File: config.mk
export PLATFORM = sky130hd
export DESIGN_NAME = train_sequencer
export DESIGN_NICKNAME = d
export VERILOG_FILES = /design/src/rtl/neuron_pkg.sv /design/src/rtl/epoch_counter.sv /design/src/rtl/train_sequencer.sv
export SDC_FILE = /design/constraint.sdc
export NUM_CORES = 1
export LEC_CHECK = 0
export BUFFER_PORTS_ARGS = -buffer_cell sky130_fd_sc_hd__buf_2
export CELL_PAD_IN_SITES_DETAIL_PLACEMENT = 1
export CELL_PAD_IN_SITES_GLOBAL_PLACEMENT = 1
export CORE_AREA = 8 8 90 92
export DETAILED_ROUTE_END_ITERATION = 8
export DIE_AREA = 0 0 98 100
export PLACE_DENSITY_LB_ADDON = 0.25
export SETUP_SLACK_MARGIN = 0.4
export SLEW_MARGIN = 20
export SYNTH_ARGS = -nofsm -noshare
export SYNTH_HDL_FRONTEND = slang
export SYNTH_SLANG_ARGS = --single-unit
File: constraint.sdc
create_clock -name clk -period 6.2 [get_ports clk]
set_clock_uncertainty 0.15 [all_clocks]
set_input_delay 1.24 -clock clk [delete_from_list [all_inputs] [get_ports clk]]
set_output_delay 1.24 -clock clk [all_outputs]
set_load 0.005 [all_outputs]
File: src/rtl/neuron_pkg.sv
// -----------------------------------------------------------------------------
// neuron_pkg
// Definitions shared by the perceptron-trainer sample sequencer:
//   - default parameter values (widths, epoch limit, memory latency)
//   - the sequencer FSM state encoding
//   - bit offsets of the {t, x2, x1} fields inside a sample memory word
// -----------------------------------------------------------------------------
package neuron_pkg;

    localparam int DEF_DATA_W    = 8;
    localparam int DEF_ADDR_W    = 6;
    localparam int DEF_EPOCH_W   = 8;
    localparam int DEF_MAX_EPOCH = 100;
    localparam int DEF_MEM_LAT   = 1;

    typedef enum logic [2:0] {
        ST_IDLE,
        ST_REQ_WAIT,
        ST_FETCH,
        ST_LAT,
        ST_PRESENT,
        ST_RESULT,
        ST_EPOCH_END,
        ST_DONE
    } seq_state_t;

    // Memory word layout is {t, x2, x1}, with x1 in the LSBs.
    localparam int X1_LSB = 0;

    function automatic int x2_lsb(input int data_w);
        return X1_LSB + data_w;
    endfunction

    function automatic int t_bit(input int data_w);
        return X1_LSB + 2 * data_w;
    endfunction

endpackage

File: src/rtl/epoch_counter.sv
// -----------------------------------------------------------------------------
// epoch_counter
// Sample index and epoch counter for the train sequencer.
//   clk, rst     : clock, asynchronous active-high reset
//   n            : samples per epoch (N)
//   clear        : zero both index and epoch (session start)
//   idx_inc      : advance the index, wrapping from N-1 back to 0
//   epoch_inc    : index <- 0, epoch++ (held at MAX_EPOCH-1)
//   index, epoch : current sample index / zero-based epoch
//   last         : index is N-1
//   epoch_limit  : epoch is MAX_EPOCH-1, so no further epoch may start
// -----------------------------------------------------------------------------
module epoch_counter
    import neuron_pkg::*;
#(
    parameter int ADDR_W    = DEF_ADDR_W,
    parameter int EPOCH_W   = DEF_EPOCH_W,
    parameter int MAX_EPOCH = DEF_MAX_EPOCH
) (
    input  logic               clk,
    input  logic               rst,
    input  logic [ADDR_W-1:0]  n,
    input  logic               clear,
    input  logic               idx_inc,
    input  logic               epoch_inc,
    output logic [ADDR_W-1:0]  index,
    output logic [EPOCH_W-1:0] epoch,
    output logic               last,
    output logic               epoch_limit
);

    assign last        = (index == n - ADDR_W'(1));
    assign epoch_limit = (epoch >= EPOCH_W'(MAX_EPOCH - 1));

    always_ff @(posedge clk or posedge rst) begin
        if (rst) begin
            index <= '0;
            epoch <= '0;
        end else if (clear) begin
            // NOTE: non-blocking assignments so every register here samples
            // the pre-edge values of last/epoch_limit, not ones updated mid-block.
            index <= '0;
            epoch <= '0;
        end else if (epoch_inc) begin
            index <= '0;
            if (!epoch_limit) begin
                epoch <= epoch + EPOCH_W'(1);
            end
        end else if (idx_inc) begin
            index <= last ? '0 : index + ADDR_W'(1);
        end
    end

endmodule

File: src/rtl/train_sequencer.sv
// -----------------------------------------------------------------------------
// train_sequencer
// Sample-delivery and epoch scheduler for the single-neuron perceptron trainer.
// Serves requestFlag/dataReady from a synchronous sample memory, flags the last
// sample of each epoch, counts misclassifications and decides whether another
// epoch runs.
//   clk, rst          : clock, asynchronous active-high reset
//   start             : session start (IDLE only); sampleCount latched with it
//   requestFlag       : controller asks for the next sample (REQ_WAIT only)
//   ldRegFlag/yEqualt : per-sample result strobe / "output matched target"
//   memRd/memAddr     : read strobe and address to the sample memory
//   memData           : {t, x2, x1}, valid MEM_LAT cycles after memRd
//   x1, x2, t         : presented sample, held until the next capture
//   dataReady         : one-cycle "sample valid" pulse
//   flagEOF           : presented sample is index N-1
//   endFlag           : run another epoch (valid in EPOCH_END)
//   busy, converged   : session active / last session ended error-free
//   epochCount        : zero-based epoch; errCount: errors in current epoch
// -----------------------------------------------------------------------------
module train_sequencer
    import neuron_pkg::*;
#(
    parameter int DATA_W    = DEF_DATA_W,
    parameter int ADDR_W    = DEF_ADDR_W,
    parameter int EPOCH_W   = DEF_EPOCH_W,
    parameter int MAX_EPOCH = DEF_MAX_EPOCH,
    parameter int MEM_LAT   = DEF_MEM_LAT
) (
    input  logic                     clk,
    input  logic                     rst,
    input  logic                     start,
    input  logic [ADDR_W-1:0]        sampleCount,
    input  logic                     requestFlag,
    input  logic                     ldRegFlag,
    input  logic                     yEqualt,
    output logic                     memRd,
    output logic [ADDR_W-1:0]        memAddr,
    input  logic [2*DATA_W:0]        memData,
    output logic signed [DATA_W-1:0] x1,
    output logic signed [DATA_W-1:0] x2,
    output logic                     t,
    output logic                     dataReady,
    output logic                     flagEOF,
    output logic                     endFlag,
    output logic                     busy,
    output logic                     converged,
    output logic [EPOCH_W-1:0]       epochCount,
    output logic [ADDR_W-1:0]        errCount
);

    localparam int X2_LSB = x2_lsb(DATA_W);
    localparam int T_BIT  = t_bit(DATA_W);
    localparam int LAT_W  = $clog2(MEM_LAT + 1);

    seq_state_t        state_q, state_d;
    logic [LAT_W-1:0]  lat_cnt;
    logic [ADDR_W-1:0] n_q;
    logic [ADDR_W-1:0] err_plus;
    logic              last, epoch_limit;
    logic              start_ok, ld_ok, lat_done, idx_inc, epoch_inc;

    assign start_ok  = (state_q == ST_IDLE) && start;
    assign ld_ok     = (state_q == ST_RESULT) && ldRegFlag;
    // lat_cnt holds the number of cycles elapsed since memRd.
    assign lat_done  = (state_q == ST_LAT) && (lat_cnt == LAT_W'(MEM_LAT));
    assign idx_inc   = ld_ok && !last;
    assign epoch_inc = (state_q == ST_EPOCH_END) && endFlag;

    // Saturating error count including the result currently being strobed.
    assign err_plus  = (!yEqualt && (errCount != '1)) ? errCount + ADDR_W'(1) : errCount;

    epoch_counter #(
        .ADDR_W    (ADDR_W),
        .EPOCH_W   (EPOCH_W),
        .MAX_EPOCH (MAX_EPOCH)
    ) u_epoch_counter (
        .clk         (clk),
        .rst         (rst),
        .n           (n_q),
        .clear       (start_ok),
        .idx_inc     (idx_inc),
        .epoch_inc   (epoch_inc),
        .index       (memAddr),
        .epoch       (epochCount),
        .last        (last),
        .epoch_limit (epoch_limit)
    );

    always_ff @(posedge clk or posedge rst) begin
        if (rst) begin
            state_q <= ST_IDLE;
        end else begin
            state_q <= state_d;
        end
    end

    always_comb begin
        // NOTE: every output of this block gets a default first, so no path
        // through the case statement can infer a latch.
        state_d   = state_q;
        memRd     = 1'b0;
        dataReady = 1'b0;
        flagEOF   = 1'b0;
        busy      = 1'b1;
        case (state_q)
            ST_IDLE: begin
                busy = 1'b0;
                if (start) begin
                    state_d = (sampleCount != '0) ? ST_REQ_WAIT : ST_DONE;
                end
            end
            ST_REQ_WAIT: begin
                if (requestFlag) begin
                    state_d = ST_FETCH;
                end
            end
            ST_FETCH: begin
                memRd   = 1'b1;
                state_d = ST_LAT;
            end
            ST_LAT: begin
                if (lat_done) begin
                    state_d = ST_PRESENT;
                end
            end
            ST_PRESENT: begin
                dataReady = 1'b1;
                flagEOF   = last;
                state_d   = ST_RESULT;
            end
            ST_RESULT: begin
                flagEOF = last;
                if (ldRegFlag) begin
                    state_d = last ? ST_EPOCH_END : ST_REQ_WAIT;
                end
            end
            ST_EPOCH_END: begin
                state_d = endFlag ? ST_REQ_WAIT : ST_DONE;
            end
            ST_DONE: begin
                state_d = ST_IDLE;
            end
            default: begin
                state_d = ST_IDLE;
            end
        endcase
    end

    always_ff @(posedge clk or posedge rst) begin
        if (rst) begin
            // NOTE: the presented sample is reset too, so a mid-session rst
            // leaves no stale data on x1/x2/t.
            lat_cnt   <= '0;
            n_q       <= '0;
            x1        <= '0;
            x2        <= '0;
            t         <= 1'b0;
            errCount  <= '0;
            endFlag   <= 1'b0;
            converged <= 1'b0;
        end else begin
            if (start_ok) begin
                n_q       <= sampleCount;
                errCount  <= '0;
                converged <= 1'b0;
            end

            if (state_q == ST_FETCH) begin
                lat_cnt <= LAT_W'(1);
            end else if ((state_q == ST_LAT) && !lat_done) begin
                lat_cnt <= lat_cnt + LAT_W'(1);
            end

            if (lat_done) begin
                x1 <= memData[X1_LSB +: DATA_W];
                x2 <= memData[X2_LSB +: DATA_W];
                t  <= memData[T_BIT];
            end

            if (ld_ok) begin
                errCount <= err_plus;
                if (last) begin
                    endFlag <= (err_plus != '0) && !epoch_limit;
                end
            end

            if (state_q == ST_EPOCH_END) begin
                endFlag <= 1'b0;
                if (endFlag) begin
                    errCount <= '0;
                end else begin
                    converged <= (errCount == '0);
                end
            end
        end
    end

endmodule

**Word level (Yosys, flattened, before mapping)**

Index checks and enable logic that the tools add are counted.

- Mux-type cells: 32
- Eq/ne operators: 14
- Divide/modulo/power cells: 0
- $lt $le $gt $ge: 1
- Reductions and logical operators: 25
- Add/sub/neg operators: 5
- Bitwise operators: 0
- Shift-type cells: 0
- $mul: 0

Operators with widths:

| cell | count |
|---|---|
| $mux 6 | 9 |
| $mux 8 | 3 |
| $pmux 3 s8 | 1 |
| $mux 3 | 7 |
| $add 6x1->6 const B | 2 |
| $eq 3x3->1 const B | 4 |
| $mux 1 | 12 |
| $reduce_bool 6->1 | 2 |
| $ne 2x2->1 const B | 5 |
| $add 8x1->8 const B | 1 |
| $ge 8x7->1 const B | 1 |
| $logic_and 1x1->1 | 8 |
| $reduce_bool 2->1 | 4 |
| $eq 3x2->1 const B | 2 |
| $eq 6x6->1 | 1 |
| $logic_not 6->1 | 1 |
| $ne 6x6->1 const B | 1 |
| $sub 6x1->6 const B | 1 |
| $logic_not 1->1 | 4 |
| $reduce_and 2->1 | 2 |
| $reduce_and 4->1 | 1 |
| $eq 3x1->1 const B | 1 |
| $logic_not 3->1 | 1 |
| $reduce_bool 3->1 | 1 |
| 2 further kinds | 2 |

- Bits of input ports: 29
- Memories kept: 0
- Output and inout bits: 43
- Register bits: 49
- RAM bits: 0
- Bits in read-only memories: 0
- Bits in latches: 0
- Word-level logic and storage cells: 88

**Logic depth before layout (Yosys ltp)**

Gate-level depths: netlist of the first run.

- Depth in word-level cells: 8
- Mapped depth: 7
- Mapped depth without buffers: 7

**By module**

A second synthesis of the first run with hierarchy kept.

- Cells, all modules: 258
- Area total of the unflattened synthesis: 2742.6 sq um

Modules (own cells, without submodules):

| module | cells each | area each (sq um) | seq. area each (sq um) | instances |
|---|---|---|---|---|
| train_sequencer | 156 | 1796.7 | 875.8 | 1 |
| epoch_counter | 102 | 945.9 | 350.3 | 1 |

**Least setup slack after synthesis of the first run**

Ideal clock, no wire load.

- Path kind: reg-to-output
- From: register n_q[0]
- To: output port flagEOF
- Arrival: 1.597 ns
- Slack: 3.213 ns
- Required time: 4.810 ns
- Stages on the path, launching flop included: 8
- Buffers on the path: 0
- Cell sequence: dfrtp_1 -> inv_1 -> ha_1 -> xnor2_1 -> nor2_1 -> nand4b_1 -> or2_1 -> nor2_1

- Longest elaborated chain between the ends: 3

RTL lines:

| what | line | text |
|---|---|---|
| start, declared | train_sequencer.sv:57 | `logic [ADDR_W-1:0] n_q;` |
| start signal, assigned | train_sequencer.sv:163 | `n_q <= sampleCount;` |
| $sub 6x1->6 | epoch_counter.sv:32 | `assign last = (index == n - ADDR_W'(1));` |
| $eq 6x6->1 | epoch_counter.sv:32 |  |
| $mux 1 | train_sequencer.sv:105 | `case (state_q)` |
| end, declared | train_sequencer.sv:43 | `output logic flagEOF,` |

No other way between the ends.

**Worst setup path after layout of the first run**

Same ends and word-level chain as after synthesis.

==> results.py, run 1 <==
metrics = {
    "status": {
        "outcome": "finished clean",
    },
    "cts": {
        "clkLatencyLatePin_ns": 0.31,
        "post-cts-setup-buffers": 0,
        "clock_path_buffers": 2,
        "numCtsBuffers": 5,
        "cts_tree": "done",
        "cts.sinks": 49,
        "cts_htree_levels": 2,
        "clk_pin_slew_ns": 0.10,
        "cts_hold_buf": 0,
        "cts_resized": 0,
        "clock-root-buffer": "clkbuf_8",
    },
    "sta": {
        "tns_ns": 0,
        "setup_viol": 0,
        "worstMarginPinSlew_ns": 0.884,
        "max-slew-margin-rel_pct": 41.0,
        "finalHoldViolCount": 0,
        "rsz0062_at_grt": "no",
        "fin_crit_sh_pct": 60.3,
        "period_minus_slack_ns": 3.74,
        "drv_slew": 0,
        "fmax_ghz": 0.267,
    },
    "layout": {
        "fillers": 826,
        "drive_gt1_share_pct": 24.4,
        "diodes": 0,
        "area_delta_synth_final_pct": 21.1,
        "nets": 402,
        "final_cells": 449,
    },
    "route": {
        "dr.first_iter.drc_count": 149,
        "wl_per_cell_um": 16.4,
        "totalWireLength_mm": 7.37,
        "vias_per_cell": 5.22,
        "postRouteAntennaNets": 0,
        "drt_pass1_iterations": 6,
        "vias": 2344,
        "drc": 0,
    },
    "worst_setup_path": {
        "crit_family": "simple AND/OR/NAND/NOR gates",
        "reg2reg_depth": 6,
        "max_stage_delay_ns": 0.42,
        "path_buf_inv": 2,
        "cp-start-kind": "register",
        "endpoint_kind": "output pin",
        "r2r-start": "state_q[2]",
        "r2r-end": "u_epoch_counter.index[2]",
        "path_cells": "inv_1, ha_1, xnor2_1, nor2_1, nand4b_1, or2_1, nor2_1, buf_2",
        "worst-path-max-fanout": 9,
        "slowest_stage": "dfrtp_1",
        "r2r_slack_ns": 3.80,
        "crit_arrival_ns": 2.35,
        "worstSetupPathType": "reg -> out",
        "path_common_cell": "nor2_1",
        "required_ns": 4.81,
    },
    "power": {
        "peakVddDrop_mv": 0.159,
        "power_mw": 1.30,
        "p_leak_nw": 1.60,
        "power_density_nw_per_um2": 412,
    },
    "synth": {
        "synth_nets": 331,
        "synth_edf_count": 0,
        "syn_inst": 297,
        "synth_seq_cells": 49,
        "synth_ff_type": "dfrtp_1",
        "ys_types": 46,
        "ys_seq_area_share_pct": 47.1,
        "syn-cell-area_um2": 2600,
        "avgSynthCellArea_um2": 8.77,
        "yosysWarnings": 0,
        "synthArstFlopShare_pct": 100,
    },
    "global_routing": {
        "antenna_found_initial": 0,
        "overflow": 0,
        "grt_util_all_layers_pct": 15.6,
        "first_global_vias": 2527,
        "grt_pass1_wl_mm": 12.6,
        "grt_max_degree": 50,
    },
    "min_path": {
        "holdPathStages": 2,
        "min_from": "x1[7]",
        "whs_endpoint": "x1[7]",
        "hp-class": "reg -> reg",
    },
    "die": {
        "die_h_um": 100,
        "start_util_pct": 39.2,
        "core_area_um2": 6640,
        "die_w_um": 98,
        "ios": 72,
        "dieArea_um2": 9800,
        "rows": 30,
    },
    "place": {
        "dpl.hpwl_mm": 5.47,
        "io_buffer_count": 71,
        "placedCellCount": 441,
        "place_congestion": 0.830,
    },
    "flow_run": {
        "drv_cap": 0,
    },
}
[tightest hold or removal path: stages (launching register included)]
cell and delay (ns):
dfrtp_1 0.35, nand2_1 0.05, nand2_1 0.05
[final cells by class]
cell class                 count  area (um^2)  share of cell area (%)
clock buffer                   6         82.6                    2.62
clock inverter                 2         37.5                    1.19
inverter                      15         57.6                    1.82
multi-input combinational    226         1290                    41.1
sequential                    49         1230                    38.9
tap                           80          100                    3.17
timing repair buffer          71          355                    11.3
[Yosys cell counts, types with 2 or more instances]
cell type,n,area share [%]
a21oi_1,7,1.3
a31oi_1,2,0.48
and3_1,2,0.48
buf_2,2,0.38
clkbuf_1,5,0.72
dfrtp_1,49,47
ha_1,5,2.4
inv_1,14,2.0
mux2_2,2,0.86
mux2i_1,12,4.6
nand2_1,82,12
nand2b_1,7,1.7
nand3_1,5,0.96
nand4_1,5,1.2
nand4b_1,3,1.0
nor2_1,28,4.0
nor3_1,7,1.3
nor4_1,6,1.4
o21ai_0,11,2.1
o21ai_1,6,1.2
o31ai_1,2,0.58
xnor2_1,7,2.4
xor2_1,5,1.7
[logic make-up after synthesis]
family	share of synthesized area, %
simple gates	27.7
xor+xnor	4.04
buf+inv	3.27
flops	47.1
fa+ha+maj	2.40
mux	5.48
compound gates	10.0
[state kept, by name (all words and copies together) (netlist names), 3 cells and up]
register and count:
errCount 6, n_q 6, state_q 3, u_epoch_counter.epoch 8, u_epoch_counter.index 6, x1 8
x2 8
[layer usage]
metal | GRT usage (%) | wire (um) | up-vias
li1 | - | - | 1148
met1 | 19.0 | 3400 | 1139
met2 | 26.0 | 3460 | 48
met3 | 4.78 | 419 | 9
met4 | 4.32 | 85 | 0
met5 | 0 | 0 | -
[stage by stage]
step / setup WS [ns] / hold WS (ns) / cell area (um^2) / util [%]
final: 2.46 / 0.325 / 3150 / 47.5
after global routing: 2.30 / 0.359 / 3150 / 47.5
after CTS: 2.47 / 0.330 / 3150 / 47.4
after detailed placement: 2.83 / 0.308 / 3030 / 45.6
after global placement: 2.95 / 0.303 / 3030 / 45.6
after floorplan: 3.21 / 0.316 / 2600 / -
[layout by cell type, fill, tap and decap left out, types with 2 or more instances in the layout]
| master | netlist | final |
|---|---|---|
| a21oi_1 | 7 | 7 |
| a31oi_1 | 2 | 2 |
| mux2_2 | 2 | 2 |
| nand2b_1 | 7 | 7 |
| buf_2 | 2 | 71 |
| nor2_2 | 1 | 2 |
| o21ai_1 | 6 | 6 |
| nor4_1 | 6 | 6 |
| nand4_1 | 5 | 5 |
| ha_1 | 5 | 5 |
| nor3_1 | 7 | 7 |
| nand4b_1 | 3 | 3 |
| nand3_1 | 5 | 5 |
| and3_1 | 2 | 2 |
| o31ai_1 | 2 | 2 |
| mux2i_1 | 12 | 12 |
| nor2_1 | 28 | 27 |
| dfrtp_1 | 49 | 49 |
| xor2_1 | 5 | 5 |
| o21ai_0 | 11 | 11 |
| xnor2_1 | 7 | 7 |
| clkbuf_8 | 0 | 6 |
| inv_1 | 14 | 13 |
| nand2_1 | 82 | 82 |
[worst max-delay path by stage]
stage / cells after the start / slack, ns / from / to
global route: 8 / 2.30 / n_q[0] / flagEOF
global placement: 8 / 2.95 / n_q[0] / flagEOF
detailed placement: 8 / 2.83 / n_q[0] / flagEOF
finish: 8 / 2.46 / n_q[0] / flagEOF
floorplan: 7 / 3.21 / n_q[0] / flagEOF
CTS: 8 / 2.47 / n_q[0] / flagEOF
[where the power goes]
part | internal (mW) | leakage, nW | switching [mW] | total (mW)
clock | 0.131 | 0.0574 | 0.117 | 0.249
sequential | 0.422 | 0.631 | 0.121 | 0.543
combinational | 0.218 | 0.915 | 0.292 | 0.509
total | 0.771 | 1.60 | 0.530 | 1.30
Note: power is estimated with default switching activity, not from simulation.
==> run 2: changes to the inputs <==
- ABC_AREA: default -> 1
- CORE_AREA: 8 8 90 92 -> 8 8 98 100
- DIE_AREA: 0 0 98 100 -> 0 0 106 108
- clock period: 6.2 -> 3 ns (I/O delays scaled with it)
==> run 2 against run 1 <==
Effect of this change:
- design area grew 8.9%
- total power up 150%
- critical path depth up 3
- non-clock buffer count grew 9
- via count increased by 2.2%
- setup slack got worse by 2.0 ns
- hold slack better by 0.025 ns
- clock power up 100%
- clock-buffer cell count did not move
- synthesized cell count grew 8.1%
- final cell count grew 14%
- critical path type unchanged
==> results.py, run 2 <==
metrics = {
    "layout": {
        "fillers": 997,
        "seqCellArea_um2": 1230,
        "nets": 438,
        "area_delta_synth_final_pct": 24.4,
        "final_common_cell": "buf_2",
        "final_cell_mix": "71 x buf_2, 67 x nand2_1, 49 x dfrtp_1",
        "multi_input_area_um2": 1300,
        "reg_top3": "u_epoch_counter.epoch: 8 flops, x1: 8 flops, x2: 8 flops",
        "drive_gt1_share_pct": 34.6,
    },
    "flow_run": {
        "drv_cap": 0,
    },
    "min_path": {
        "min_from": "x2[4]",
        "hp-class": "reg -> reg",
        "holdPathStages": 1,
        "whs_endpoint": "x2[4]",
    },
    "place": {
        "dpl.hpwl_mm": 5.72,
        "place_congestion": 0.786,
        "io_buffer_count": 71,
        "dp_slack_ns": 0.632,
    },
    "synth": {
        "syn_inst": 321,
        "synth_common_cells": "67 x nand2_1, 49 x dfrtp_1, 47 x inv_1, 25 x nor2_1, 18 x nand3_1",
        "synthArstFlopShare_pct": 100,
        "synth_nets": 355,
        "synth_most_common_cell": "nand2_1",
        "synth_seq_cells": 49,
        "ys_types": 41,
        "avgSynthCellArea_um2": 8.60,
        "synth_edf_count": 0,
        "synth_area_leader_cell": "dfrtp_1",
        "synthTopCellsByArea": "dfrtp_1 44%, nand2_1 9.1%, inv_1 6.4%",
        "syn-cell-area_um2": 2760,
        "synth_ff_type": "dfrtp_1",
        "ys_seq_area_share_pct": 44.4,
        "yosys.area.top_type_share_pct": 44.4,
        "yosysWarnings": 0,
    },
    "sta": {
        "fmax_ghz": 0.401,
        "setup_viol": 0,
        "period_minus_slack_ns": 2.49,
        "rsz0062_at_grt": "no",
        "drv_slew": 0,
        "whs_ns": 0.350,
        "worstMarginPinSlew_ns": 0.627,
        "worst_slack_ns": 0.508,
        "tns_ns": 0,
        "finalHoldViolCount": 0,
        "max-slew-margin-rel_pct": 58.0,
        "fin_crit_sh_pct": 83.1,
    },
    "global_routing": {
        "grt_busiest_layer": "met2",
        "use_met2_pct": 23.3,
        "grt_pass1_wl_mm": 12.4,
        "antenna_found_initial": 0,
        "grt_util_all_layers_pct": 13.0,
        "first_global_vias": 2666,
        "overflow": 0,
        "use_met1_pct": 14.6,
        "grt_max_degree": 25,
        "met3_usage_pct": 4.76,
    },
    "worst_setup_path": {
        "startpoint": "n_q[1]",
        "path_cells": "inv_1, ha_4, inv_1, nand2_1, nand2_1, nor2_1, nand2_1, nor2_2, nand3_2, nor2_2, buf_2",
        "crit_arrival_ns": 1.74,
        "r2r_slack_ns": 0.82,
        "worst-path-max-fanout": 2,
        "r2r-start": "n_q[1]",
        "reg2reg_depth": 14,
        "endpoint_kind": "output pin",
        "required_ns": 2.25,
        "path_buf_inv": 3,
        "crit_family": "simple AND/OR/NAND/NOR gates",
        "slowest_stage": "dfrtp_1",
        "path_common_cell": "nand2_1",
        "max_stage_delay_ns": 0.35,
        "cp-start-kind": "register",
        "r2r-end": "u_epoch_counter.index[0]",
        "worstSetupPathType": "reg -> out",
    },
    "power": {
        "peakVddDrop_mv": 0.327,
        "internal-power_mw": 1.93,
        "power_density_nw_per_um2": 940,
        "power_switching_mw": 1.30,
        "p_comb_share_pct": 48.1,
        "p_leak_nw": 1.86,
        "power_mw": 3.23,
        "power_frac_seq_pct": 36.4,
        "swShare_pct": 40.2,
        "clockPowerShare_pct": 15.4,
    },
    "cts": {
        "numCtsBuffers": 5,
        "cts.sinks": 49,
        "clock_path_buffers": 2,
        "cts_tree": "done",
        "clk_pin_slew_ns": 0.09,
        "clock-root-buffer": "clkbuf_8",
        "clkLatencyLatePin_ns": 0.30,
        "cts_htree_levels": 2,
    },
    "die": {
        "start_util_pct": 34.3,
        "die_w_um": 106,
        "dieArea_um2": 11400,
        "core_area_um2": 8050,
        "die_h_um": 108,
        "rows": 33,
        "ios": 72,
    },
    "route": {
        "postRouteAntennaNets": 0,
        "drt_pass1_iterations": 4,
        "vias": 2395,
        "vias_per_cell": 4.69,
        "drc": 0,
        "dr.first_iter.drc_count": 90,
        "totalWireLength_mm": 7.13,
        "wl_per_cell_um": 13.9,
    },
    "status": {
        "outcome": "finished clean",
    },
}
## run 2: cell types whose count changed after synthesis, moves of 7 or more
cell,delta
inv_1,+33
inv_2,+13
mux2_4,+9
mux2i_1,-11
nand2_1,-15
nand2b_1,-7
nand3_1,+13
## run 2: how the worst max path moves through the flow
stage,end,slack (ns),depth (start not counted)
final,flagEOF,0.51,11
after global routing,flagEOF,0.39,11
after CTS,flagEOF,0.40,10
after detailed placement,flagEOF,0.63,11
after global placement,flagEOF,0.69,11
after floorplan,flagEOF,0.93,9
## run 2: power by group through the flow
stage / Sequential, mW / Clock [mW] / Combinational, mW
after global routing: 1.23 / 0.540 / 1.78
after global placement: 1.18 / 0 / 1.46
after detailed placement: 1.19 / 0 / 1.52
final: 1.18 / 0.498 / 1.55
after floorplan: 1.16 / 0 / 1.05
after CTS: 1.18 / 0.525 / 1.56
## run 2: logic make-up (layout without fill, tap and decap cells)
kind of cell,after synthesis,in the layout,share of synthesized area (%)
AOI/OAI and AO/OA,37,37,8.02
DFF,49,49,44.4
buffers and inverters,65,149,9.42
other,0,1,0
muxes,18,18,8.52
and+or+nand+nor,137,137,24.2
adders and majority gates,5,5,2.27
xor gates and xnor gates,10,10,3.17
## run 2: area by class of cell
type | instances | area share [%]
multi-input combinational | 207 | 37.9
sequential | 49 | 35.7
timing repair buffer | 80 | 12.4
inverter | 61 | 6.67
tap | 105 | 3.83
clock buffer | 6 | 2.40
clock inverter | 2 | 1.09
antenna | 1 | 0.0729
## run 2: layer usage
metal  share of wire (%)  vias to the layer above
met4                0.83                        0
met2                  50                       50
met5                   0                        -
met3                 7.0                        8
li1                    -                     1184
met1                  42                     1153
## run 2: metrics by stage
| step | cells | utilization, % | cell area, um^2 |
|---|---|---|---|
| 3_3_place_gp | 496 | 40.2 | 3240 |
| 2_1_floorplan | 321 | - | 2760 |
| 6_report | 511 | 42.7 | 3430 |
| 3_5_place_dp | 496 | 40.2 | 3240 |
| 5_1_grt | 510 | 42.6 | 3430 |
| 4_1_cts | 508 | 42.2 | 3400 |
## run 2: what timing repair did
action                                  CTS  global route
resized for setup                         3             3
hold buffers                              1             0
endpoints found under the hold margin     2             0
pin swaps                                 1             4
endpoints found under the setup margin    1             1
buffers inserted                          3             2
==> run 3: changes to the inputs <==
- ABC_AREA: 1 -> 0
- CORE_AREA: 8 8 98 100 -> 8 8 92 94
- DIE_AREA: 0 0 106 108 -> 0 0 100 102
- clock period: 3 -> 2.5 ns (I/O delays scaled with it)
==> run 3 against run 2 <==
Effect of this change:
- the flow now finishes with violations (setup timing)
- register-to-register slack worse by 0.50 ns
- combinational power up 16%
- sequential power up 14%
- global-route usage up 2.9 points
- setup slack worse by 0.51 ns
- critical path depth down 3
- first-iteration DRC count down 23%
- total power up 14%
- sequential cell count unchanged
- critical path type unchanged
- largest power group unchanged
==> results.py, run 3 (synthesized netlist as in run 1, its figures left out) <==
metrics = {
    "place": {
        "place_congestion": 0.794,
        "dpl.hpwl_mm": 5.81,
        "io_buffer_count": 71,
    },
    "cts": {
        "cts.sinks": 49,
        "cts_htree_levels": 2,
        "cts_hold_buf": 0,
        "clkLatencyLatePin_ns": 0.29,
        "clock-root-buffer": "clkbuf_8",
        "cts_tree": "done",
        "numCtsBuffers": 5,
        "clk_pin_slew_ns": 0.09,
        "clock_path_buffers": 2,
    },
    "layout": {
        "nets": 430,
        "drive_gt1_share_pct": 34.8,
        "final_common_cell": "nand2_1",
        "area_delta_synth_final_pct": 35.5,
        "seqCellArea_um2": 1230,
        "multi_input_area_um2": 1410,
        "fillers": 870,
        "final_cell_mix": "81 x nand2_1, 71 x buf_2, 46 x dfrtp_1",
        "fin_util_pct": 50.0,
        "diodes": 0,
        "reg_top3": "u_epoch_counter.epoch: 8 flops, x1: 8 flops, x2: 8 flops",
    },
    "status": {
        "outcome": "finished with violations",
        "violations": "setup timing",
    },
    "power": {
        "power_density_nw_per_um2": 1040,
        "p_leak_nw": 1.78,
        "peakVddDrop_mv": 0.466,
        "power_mw": 3.66,
    },
    "sta": {
        "drv_slew": 0,
        "fin_crit_sh_pct": 100,
        "worst_slack_ns": -0.00126,
        "finalHoldViolCount": 0,
        "worstMarginPinSlew_ns": 0.528,
        "setup_viol": 1,
        "fmax_ghz": 0.400,
        "max-slew-margin-rel_pct": 64.8,
        "whs_ns": 0.0483,
        "rsz0062_at_grt": "yes",
        "period_minus_slack_ns": 2.50,
    },
    "global_routing": {
        "grt_util_all_layers_pct": 15.9,
        "antenna_found_initial": 0,
        "grt_pass1_wl_mm": 13.2,
        "grt_max_degree": 32,
        "overflow": 0,
        "first_global_vias": 2650,
    },
    "worst_setup_path": {
        "endpoint_kind": "output pin",
        "worstSetupPathType": "reg -> out",
        "path_cells": "inv_2, ha_4, xnor2_2, nor2_1, nand4b_1, or2_4, nor2_2, buf_2",
        "required_ns": 1.85,
        "crit_arrival_ns": 1.85,
        "worst-path-max-fanout": 3,
        "max_stage_delay_ns": 0.44,
        "cp-start-kind": "register",
        "slowest_stage": "dfrtp_1",
    },
    "die": {
        "rows": 31,
        "ios": 72,
        "core_area_um2": 7060,
        "dieArea_um2": 10200,
        "die_w_um": 100,
        "die_h_um": 102,
        "start_util_pct": 36.9,
    },
    "route": {
        "drt_pass1_iterations": 4,
        "drc": 0,
        "totalWireLength_mm": 8.07,
        "postRouteAntennaNets": 0,
        "vias": 2491,
        "dr.first_iter.drc_count": 69,
        "wl_per_cell_um": 16.3,
        "vias_per_cell": 5.02,
    },
    "min_path": {
        "hp-class": "in -> async",
    },
    "flow_run": {
        "drv_cap": 0,
    },
}
run 3: cell types whose count changed in the layout (fill, tap and decap cells not counted), sizes merged, moves of 5 or more:
cell	previous run	this run
buf	79	99
inv	61	15
mux2	17	2
mux2i	1	12
nand2	70	82
nand2b	0	7
nand3	21	5
nor4	1	6
o21ai	23	17
run 3: final cells by class:
class	count	share of cell area, %
multi-input cells	226	40.0
clock inverters	1	0.142
flip-flops and latches	49	34.9
inverters	15	1.60
clock buffers	7	2.73
well taps	99	3.51
repair buffers	99	17.2
run 3: timing repair:
action,CTS,global route
pin swaps,7,14
setup buffers,9,9
gates resized for setup,6,28
setup endpoints to repair,10,18
run 3: final timing paths:
check	start	end	slack, ns	cells after the start
min in group clk	memData[10]	x2[2]	0.24	3
worst min register to register	x2[4]	x2[4]	0.33	2
worst max-delay path	n_q[1]	flagEOF	-0.001	8
worst max register to register	n_q[1]	u_epoch_counter.index[2]	0.32	10
worst min-delay path	rst	u_epoch_counter.epoch[5]	0.05	2
max in group asynchronous	rst	state_q[1]	1.62	3
run 3: report_power, final:
part | internal (mW) | switching [mW]
Sequential | 1.05 | 0.296
Combinational | 0.863 | 0.939
Clock | 0.251 | 0.264
run 3: critical path: cells and delay by family (launching register included):
| family | cells | cell delay (ns) |
|---|---|---|
| adder cells (fa/ha/maj) | 1 | 0.21 |
| buffers and inverters | 2 | 0.22 |
| XOR/XNOR | 1 | 0.13 |
| flip-flops | 1 | 0.44 |
| AND/OR/NAND/NOR | 4 | 0.57 |
run 3: metrics by stage:
| stage | setup WS, ns | setup TNS, ns | cells | instance area [um^2] |
|---|---|---|---|---|
| 5_1_grt | -0.120 | -0.120 | 496 | 3530 |
| 4_1_cts | -0.0119 | -0.0119 | 487 | 3330 |
| 3_5_place_dp | 0.222 | 0 | 470 | 3140 |
| 6_report | -0.00126 | -0.00126 | 496 | 3530 |
| 2_1_floorplan | 0.330 | 0 | 297 | 2600 |
| 3_3_place_gp | 0.316 | 0 | 470 | 3140 |
run 3: layer usage:
metal | track usage, % | wire length (um) | vias to the layer above
li1 | - | - | 1204
met1 | 19.4 | 3490 | 1211
met2 | 26.9 | 4020 | 64
met3 | 4.16 | 426 | 12
met4 | 4.77 | 131 | 0
met5 | 0 | 0 | -
